File: config.mk
export PLATFORM = sky130hd
export DESIGN_NAME = uart_banner_scroller
export DESIGN_NICKNAME = d
export VERILOG_FILES = /design/src/rtl/uart_banner_pkg.sv /design/src/rtl/banner_tick_gen.sv /design/src/rtl/uart_banner_scroller.sv
export SDC_FILE = /design/constraint.sdc
export NUM_CORES = 2
export LEC_CHECK = 0
export CELL_PAD_IN_SITES_DETAIL_PLACEMENT = 0
export CELL_PAD_IN_SITES_GLOBAL_PLACEMENT = 1
export CORE_ASPECT_RATIO = 1.2
export CORE_MARGIN = 4
export CORE_UTILIZATION = 29
export CTS_BUF_LIST = sky130_fd_sc_hd__clkbuf_8 sky130_fd_sc_hd__clkbuf_16
export DETAILED_ROUTE_END_ITERATION = 8
export HOLD_SLACK_MARGIN = 0.1
export PLACE_DENSITY_LB_ADDON = 0.1
export SYNTH_ARGS = -nofsm -noshare
export SYNTH_HDL_FRONTEND = slang
export SYNTH_SLANG_ARGS = --single-unit
File: constraint.sdc
create_clock -name clk -period 7.1 [get_ports clk]
set_input_delay 1.42 -clock clk [delete_from_list [all_inputs] [get_ports clk]]
set_output_delay 1.42 -clock clk [all_outputs]
set_load 0.01 [all_outputs]
File: src/rtl/uart_banner_pkg.sv
// Shared constants, display-state type and the ASCII-to-7-seg character code map
// for the UART banner scroller.
package uart_banner_pkg;

  localparam int CHAR_W = 5;

  localparam logic [CHAR_W-1:0] C_H     = 5'd16;
  localparam logic [CHAR_W-1:0] C_L     = 5'd17;
  localparam logic [CHAR_W-1:0] C_P     = 5'd18;
  localparam logic [CHAR_W-1:0] C_U     = 5'd19;
  localparam logic [CHAR_W-1:0] C_N     = 5'd20;
  localparam logic [CHAR_W-1:0] C_O     = 5'd21;
  localparam logic [CHAR_W-1:0] C_R     = 5'd22;
  localparam logic [CHAR_W-1:0] C_T     = 5'd23;
  localparam logic [CHAR_W-1:0] C_DASH  = 5'd24;
  localparam logic [CHAR_W-1:0] C_UNDER = 5'd25;
  localparam logic [CHAR_W-1:0] C_BLANK = 5'd31;

  localparam logic [7:0] ASC_CR  = 8'h0D;
  localparam logic [7:0] ASC_LF  = 8'h0A;
  localparam logic [7:0] ASC_ESC = 8'h1B;

  typedef enum logic [1:0] {ST_EMPTY, ST_STATIC, ST_SCROLL} disp_st_t;

  function automatic logic [CHAR_W-1:0] ascii_to_code(input logic [7:0] a);
    logic [CHAR_W-1:0] c;
    c = C_BLANK;
    if (a >= 8'h30 && a <= 8'h39)      c = CHAR_W'(a - 8'h30);
    else if (a >= 8'h41 && a <= 8'h46) c = CHAR_W'(a - 8'h37);
    else if (a >= 8'h61 && a <= 8'h66) c = CHAR_W'(a - 8'h57);
    else begin
      case (a)
        8'h48:   c = C_H;
        8'h4C:   c = C_L;
        8'h50:   c = C_P;
        8'h55:   c = C_U;
        8'h6E:   c = C_N;
        8'h6F:   c = C_O;
        8'h72:   c = C_R;
        8'h74:   c = C_T;
        8'h2D:   c = C_DASH;
        8'h5F:   c = C_UNDER;
        default: c = C_BLANK;
      endcase
    end
    return c;
  endfunction

endpackage

File: src/rtl/banner_tick_gen.sv
// Free-running scroll-step divider: counts 0..DIV-1, pulses tick on the last count,
// synchronous clear restarts the period.
module banner_tick_gen #(
  parameter int DIV = 25_000_000
) (
  input  logic clk,
  input  logic rst_n,
  input  logic clr,
  output logic tick
);
  localparam int CW = (DIV > 1) ? $clog2(DIV) : 1;

  logic [CW-1:0] cnt;

  assign tick = (cnt == CW'(DIV - 1));

  always_ff @(posedge clk or negedge rst_n) begin
    if (!rst_n)           cnt <= '0;
    else if (clr || tick) cnt <= '0;
    else                  cnt <= cnt + 1'b1;
  end
endmodule

File: src/rtl/uart_banner_scroller.sv
// UART-fed 7-segment banner: double-buffered message banks, static or scrolling display.
// Optional byte echo on the TX side is enabled by defining UART_BANNER_ECHO_EN.
module uart_banner_scroller
  import uart_banner_pkg::*;
#(
  parameter int N_DIGITS = 8,
  parameter int DEPTH    = 32,
  parameter int TICK_DIV = 25_000_000,
  parameter int CHAR_W   = 5
) (
  input  logic                         clk,
  input  logic                         rst_n,
  input  logic                         rx_valid,
  input  logic [7:0]                   rx_data,
  input  logic                         tx_ready,
  output logic                         tx_valid,
  output logic [7:0]                   tx_data,
  output logic [N_DIGITS*CHAR_W-1:0]   char_out,
  output logic [$clog2(DEPTH+1)-1:0]   msg_len,
  output logic                         overflow
);
  localparam int ML_W = $clog2(DEPTH + 1);
  localparam int AW   = (DEPTH > 1) ? $clog2(DEPTH) : 1;
  localparam int PW   = $clog2(DEPTH + N_DIGITS + 1);
  localparam int IW   = $clog2(DEPTH + 2 * N_DIGITS);
  localparam logic [CHAR_W-1:0] BLK = CHAR_W'(C_BLANK);

  logic [CHAR_W-1:0] bank0 [DEPTH];
  logic [CHAR_W-1:0] bank1 [DEPTH];
  logic              bank_sel;           // selects the display bank
  logic [ML_W-1:0]   rx_cnt, msg_len_q;
  logic [PW-1:0]     pos, period;
  logic              overflow_q, tick;
  disp_st_t          state, state_nxt;

  logic [N_DIGITS-1:0][CHAR_W-1:0] dig_nxt, dig_q;

  logic is_term, is_esc, is_char, full, append, drop, commit, advance;
  logic [CHAR_W-1:0] rx_code;

  assign is_term = (rx_data == ASC_CR) || (rx_data == ASC_LF);
  assign is_esc  = (rx_data == ASC_ESC);
  assign is_char = rx_valid && !is_term && !is_esc;
  assign full    = (rx_cnt == ML_W'(DEPTH));
  assign append  = is_char && !full;
  assign drop    = is_char && full;
  assign commit  = rx_valid && is_term && (rx_cnt != '0);
  assign period  = PW'(msg_len_q) + PW'(N_DIGITS);
  assign advance = tick && (state == ST_SCROLL);
  assign rx_code = CHAR_W'(ascii_to_code(rx_data));

  banner_tick_gen #(.DIV(TICK_DIV)) u_tick (
    .clk   (clk),
    .rst_n (rst_n),
    .clr   (commit),
    .tick  (tick)
  );

  always_comb begin
    state_nxt = state;
    if (commit) state_nxt = (int'(rx_cnt) > N_DIGITS) ? ST_SCROLL : ST_STATIC;
  end

  always_ff @(posedge clk or negedge rst_n) begin
    if (!rst_n) state <= ST_EMPTY;
    else        state <= state_nxt;
  end

  always_ff @(posedge clk or negedge rst_n) begin
    if (!rst_n) begin
      bank_sel   <= 1'b0;
      rx_cnt     <= '0;
      msg_len_q  <= '0;
      pos        <= '0;
      overflow_q <= 1'b0;
    end else begin
      if (append) rx_cnt <= rx_cnt + 1'b1;
      if (rx_valid && is_esc) begin
        rx_cnt     <= '0;
        overflow_q <= 1'b0;
      end else if (drop) begin
        overflow_q <= 1'b1;
      end
      // Commit beats a coincident tick: the new message always starts at pos 0.
      if (commit) begin
        bank_sel  <= ~bank_sel;
        msg_len_q <= rx_cnt;
        rx_cnt    <= '0;
        pos       <= '0;
      end else if (advance) begin
        pos <= (pos == period - 1'b1) ? '0 : pos + 1'b1;
      end
    end
  end

  // Message storage needs no reset; rx_cnt/msg_len gate what is visible.
  always_ff @(posedge clk) begin
    if (append) begin
      if (bank_sel) bank0[AW'(rx_cnt)] <= rx_code;
      else          bank1[AW'(rx_cnt)] <= rx_code;
    end
  end

  // One lane per digit: index into the virtual string message + N_DIGITS blanks.
  for (genvar k = 0; k < N_DIGITS; k++) begin : g_dig
    logic [IW-1:0]     raw, idx;
    logic [CHAR_W-1:0] rd;
    assign raw = IW'(pos) + IW'(k);
    assign idx = (raw >= IW'(period)) ? raw - IW'(period) : raw;
    assign rd  = bank_sel ? bank1[AW'(idx)] : bank0[AW'(idx)];
    assign dig_nxt[N_DIGITS-1-k] = (idx < IW'(msg_len_q)) ? rd : BLK;
  end

  always_ff @(posedge clk or negedge rst_n) begin
    if (!rst_n) dig_q <= {N_DIGITS{BLK}};
    else        dig_q <= dig_nxt;
  end

  assign char_out = dig_q;
  assign msg_len  = msg_len_q;
  assign overflow = overflow_q;

`ifdef UART_BANNER_ECHO_EN
  // A byte arriving while the echo slot is stalled is dropped from the echo only.
  always_ff @(posedge clk or negedge rst_n) begin
    if (!rst_n) begin
      tx_valid <= 1'b0;
      tx_data  <= '0;
    end else if (rx_valid && (!tx_valid || tx_ready)) begin
      tx_valid <= 1'b1;
      tx_data  <= rx_data;
    end else if (tx_ready) begin
      tx_valid <= 1'b0;
    end
  end
`else
  logic unused_tx_ready;
  assign unused_tx_ready = tx_ready;
  assign tx_valid = 1'b0;
  assign tx_data  = '0;
`endif

endmodule
* After elaboration in Yosys (flattened, before gate mapping)
Memories as Yosys holds them, arrays and structs flattened. Index checks and enable logic that the tools add are counted.
Storage, ports and cells: bits of input ports 12, logic and storage cells 144, output and inout bits 56, memories kept 2, ROM bits 0, bits in writable memories 320, latch bits 0, register bits 87
Operators by class: bitwise logic cells 1, shift-type cells 0, order comparisons 23, equal/unequal tests 17, mux-type cells 44, add/subtract/negate cells 22, multipliers 0, div/mod/pow operators 0, reduce and logical (&&, ||, !) cells 20
Memories:
- bank0 | words 32, bits a word 5, read ports 8, clocked after memory_dff 0, wr ports 1, RTL line uart_banner_scroller.sv:28 | logic [CHAR_W-1:0] bank0 [DEPTH];
- bank1 | words 32, bits a word 5, read ports 8, clocked after memory_dff 0, wr ports 1, RTL line uart_banner_scroller.sv:29 | logic [CHAR_W-1:0] bank1 [DEPTH];
Operators by type and width (count):
- $mux 5 | 19
- $mux 6 | 14
- $eq 8x7->1 const B | 9
- $ge 6x6->1 | 8
- $lt 6x6->1 | 8
- $sub 6x6->6 | 8
- $pmux 4 s10 | 1
- $add 25x1->25 const B | 1
- $eq 25x25->1 const B | 1
- $mux 25 | 1
- $add 6x3->6 const B | 4
- $eq 8x4->1 const B | 2
- $ge 8x7->1 const B | 2
- $le 8x7->1 const B | 2
- $sub 5x5->5 const B | 3
- $add 6x1->6 const B | 2
- $add 6x2->6 const B | 2
- $logic_and 1x1->1 | 11
- $eq 8x5->1 const B | 1
- $eq 8x6->1 const B | 1
- $ge 8x6->1 const B | 1
- $le 8x6->1 const B | 1
- $mux 1 | 8
- $add 6x4->6 const B | 1
- 12 further kinds | 16

* Logic depth before layout (Yosys ltp)
word-level depth 9, mapped depth 22, mapped depth without buffers 18

* Modules after synthesis
Synthesis repeated with hierarchy kept, for this count alone.
Second synthesis, totals: cell total of the unflattened synthesis 4369, area, all modules 40976.8 um^2
By module, submodules not included:
- uart_banner_scroller | instances 1, seq. area each 11210.8 um^2, cells each 4228, area each 39649.3 um^2
- banner_tick_gen | instances 1, seq. area each 625.6 um^2, cells each 141, area each 1327.5 um^2

* Worst setup path before layout
Ideal clock, no wire load.
path kind in2reg, start input port rx_data[4], end memory bank0[0][0] (data pin), slack 1620 ps, setup time 702 ps, arrival time 4778 ps, cell stages on the path 5, required time 6398 ps, path buffers 1, cells stage by stage clkbuf_1 -> nand2_1 -> or2_2 -> a21o_1 -> o21ai_0
On the way: cells in the longest elaborated chain, start to end 5, elaborated cells between the ends (all ways) 23, classes of those cells order compare (6); eq/ne (10); mux (4); reduce/logical (3)
RTL lines:
- from (decl) | RTL line uart_banner_scroller.sv:14 | input logic [7:0] rx_data,
- $ge 8x7->1 (tied with other cells) | RTL line uart_banner_pkg.sv:30 | else if (a >= 8'h61 && a <= 8'h66) c = CHAR_W'(a - 8'h57);
- $logic_and 1x1->1 / $pmux 4 s10 (equally long branches) | RTL line uart_banner_pkg.sv:30, uart_banner_pkg.sv:32
- $mux 5 | RTL line uart_banner_pkg.sv:30
- $mux 5 | RTL line uart_banner_pkg.sv:29 | else if (a >= 8'h41 && a <= 8'h46) c = CHAR_W'(a - 8'h37);
- $mux 5 (*) | RTL line uart_banner_pkg.sv:28 | if (a >= 8'h30 && a <= 8'h39) c = CHAR_W'(a - 8'h30);
- named net rx_code[0] | RTL line uart_banner_scroller.sv:39 | logic [CHAR_W-1:0] rx_code;
- to (decl) | RTL line uart_banner_scroller.sv:28
The timed path passes the listed nets; every way through them passes the cells marked *.

==> flow_summary.json <==
{
  "outcome": "finished with violations",
  "violations": "max-capacitance violations, max-slew violations",
  "viasPerCell": 6.60,
  "hp-class": "reg2reg",
  "initial_core_util": 0.291,
  "ir_drop_uv": 156,
  "htreeDepth": 2,
  "layout_setup_ws_ns": 0.353,
  "via_count": 45400,
  "final_area_sq_mm": 0.0455,
  "drc_errors": 0,
  "crit_path_max_fanout": 39,
  "slew_violations": 1,
  "finalWirelength_um": 263000,
  "end_kind": "register",
  "powerDensity_mw_per_mm2": 229,
  "drive_gt1_frac": 0.112,
  "synthFlopType": "edfxtp_1",
  "cts_sinks": 407,
  "synth_seq_cells": 407,
  "dieWidth_um": 351,
  "critical_path_class": "reg2reg",
  "synth_cells": 5222,
  "fmax_mhz": 148,
  "worstPathArrival_ns": 7.36,
  "slowest_delay_ns": 0.86,
  "r2r_cells": 15,
  "areaGrowthSynthToFinish_pct": 10.8,
  "root_buffer": "clkbuf_16",
  "rows": 151,
  "core_sq_mm": 0.141,
  "cts_resized": 0,
  "ant_nets": 0,
  "slew_headroom": -0.0239,
  "max_slew.worst_pin.slew_ns": 1.50,
  "dpl_cell_area_sq_mm": 0.0437,
  "dieHeight_um": 420,
  "crit_required_ns": 7.71,
  "antenna_found_initial": 27,
  "synth_area_sq_mm": 0.0411,
  "grt_max_degree": 83,
  "syn_avg_cell_area_sq_um": 7.86,
  "rsz0062_at_grt": "false",
  "crit_slowest_cell": "mux2i_4",
  "finalSetupViolCount": 0,
  "clkTransAtPathRegs_ns": 0.08,
  "grt_pass1_wl_um": 357000,
  "grt_pass1_vias": 41300,
  "io_buffers": 57,
  "synth_warnings": 0,
  "maxCapViolations": 1,
  "overflow": 0,
  "ios": 68,
  "clockBufferDepth": 3,
  "gp_congestion": 1.07,
  "synth_edf_count": 320,
  "drt_iter0_markers": 6851,
  "final.period_utilization": 0.950,
  "dp_hpwl_um": 187000,
  "numCtsBuffers": 50,
  "synthArstFlopShare": 0.214,
  "hold_violations": 0,
  "fin_setup_tns_ns": 0,
  "crit_chain": "ha_1 -> nand2_1 -> xor2_1 -> inv_1 -> ha_1 -> a21oi_1 -> o21a_1 -> nand2_1 -> mux2i_4 -> buf_4 -> a311oi_1 -> o41ai_1 -> nand4_1 -> buf_4 -> a31o_2",
  "fin_crit_ns": 6.75,
  "dpl_worst_slack_ns": 0.650,
  "ys_seq_area_frac": 0.288,
  "num-nets-final": 5107,
  "first_pass_iters": 7,
  "tritoncts": "built",
  "synth_cell_types": 96,
  "power.leakage_uw": 0.0178,
  "track_usage": 0.344,
  "hold_depth": 1,
  "fin_worst_skew_ns": 0.0220,
  "wl_per_cell_um": 38.2,
  "die-area_sq_mm": 0.148,
  "cp-start-kind": "register",
  "clock_latency_ns": 0.70,
  "cts_setup_buffers": 0,
  "cts_hold_buffers": 0
}
## layout make-up
type                            instances  area (sq um)
Timing Repair Buffer                  291          2630
Tap cell                             1836          2300
Antenna cell                           16          40.0
Clock inverter                         39           374
Clock buffer                           55          1340
Fill cell                           14800         95400
Sequential cell                       407         11800
Multi-Input combinational cell       4168         26700
Inverter                               74           290
## Yosys cell counts (all sizes together) (59+ instances only)
cell	number	area share
mux2i	200	0.050
mux4	88	0.048
inv	67	0.0061
a32oi	59	0.013
nand2	1297	0.12
a31oi	213	0.032
a211oi	298	0.055
clkbuf	344	0.031
a311oi	61	0.013
a221oi	62	0.013
nand3	152	0.019
nor2	166	0.016
a21oi	342	0.042
and3	308	0.047
o21ai	89	0.011
ha	99	0.030
edfxtp	320	0.23
buf	237	0.030
a22oi	90	0.016
o22ai	99	0.015
## flip-flops by register name, indices dropped and copies added, names as in the netlist
register	count
pos	6
char_out	40
bank_sel	1
overflow	1
bank1	160
bank0	160
msg_len	6
rx_cnt	6
state	2
u_tick.cnt	25
## cell usage in the layout, fill, tap and decap left out, drive strengths merged, types with 40 or more instances in the layout
| cell type | Yosys | final |
|---|---|---|
| a211oi | 298 | 298 |
| a21o | 41 | 41 |
| a21oi | 342 | 342 |
| a221oi | 62 | 62 |
| a22oi | 90 | 90 |
| a311oi | 61 | 61 |
| a31oi | 213 | 213 |
| a32oi | 59 | 59 |
| and3 | 308 | 308 |
| buf | 237 | 235 |
| clkbuf | 344 | 55 |
| clkdlybuf4s50 | 0 | 56 |
| dfrtp | 47 | 47 |
| dfstp | 40 | 40 |
| edfxtp | 320 | 320 |
| ha | 99 | 99 |
| inv | 67 | 79 |
| mux2i | 200 | 200 |
| mux4 | 88 | 88 |
| nand2 | 1297 | 1297 |
| nand3 | 152 | 152 |
| nor2 | 166 | 166 |
| nor3 | 46 | 46 |
| o21ai | 89 | 89 |
| o22ai | 99 | 99 |
| xnor2 | 47 | 47 |
## final timing paths
path | start | endpoint | slack [ns]
max | pos[1] | char_out[32] | 0.35
min | state[1] | state[1] | 0.47
max in group asynchronous | rst_n | bank_sel | 5.10
min in group asynchronous | rst_n | u_tick.cnt[15] | 0.75
min reg2reg | state[1] | state[1] | 0.47
max reg2reg | pos[1] | char_out[32] | 0.35
## cell families after synthesis
kind of cell             share of synthesized area
AO/OA/AOI/OAI                                0.258
XOR/XNOR                                    0.0177
adder cells (fa/ha/maj)                     0.0321
buffers and inverters                       0.0685
flip-flops                                   0.288
multiplexers                                 0.103
other                                    0.0000913
AND/OR/NAND/NOR                              0.232
## through the flow
stage	total power, uW	utilization	hold slack (ns)	instances
floorplan	5260	-	0.442	5230
global placement	7500	0.310	0.459	6776
detailed placement	7500	0.310	0.461	6776
CTS	10300	0.323	0.474	6870
global route	10700	0.323	0.490	6872
finish	10400	0.323	0.472	6886
## worst max-delay path, delay by kind of cell, from the launching register on
family                     cells  cell delay, ns
AOI/OAI and AO/OA              5            1.59
and+or+nand+nor                3            1.23
buffers and inverters          3            1.07
muxes                          1            0.86
DFF                            1            0.76
adders and majority gates      2            0.76
xor gates and xnor gates       1            0.36
## report_power, final
group / internal [uW] / switching [uW] / total [uW]
clock: 1500 / 1260 / 2760
combinational: 1410 / 3140 / 4560
sequential: 2850 / 249 / 3100
## per-layer routing
layer | global-route usage | vias up | wire length [um]
met5 | 0.00502 | - | 155
li1 | - | 19100 | -
met3 | 0.0902 | 723 | 26800
met2 | 0.520 | 2953 | 113000
met1 | 0.434 | 22600 | 102000
met4 | 0.220 | 12 | 21000
(Power assumes the default switching activity.)
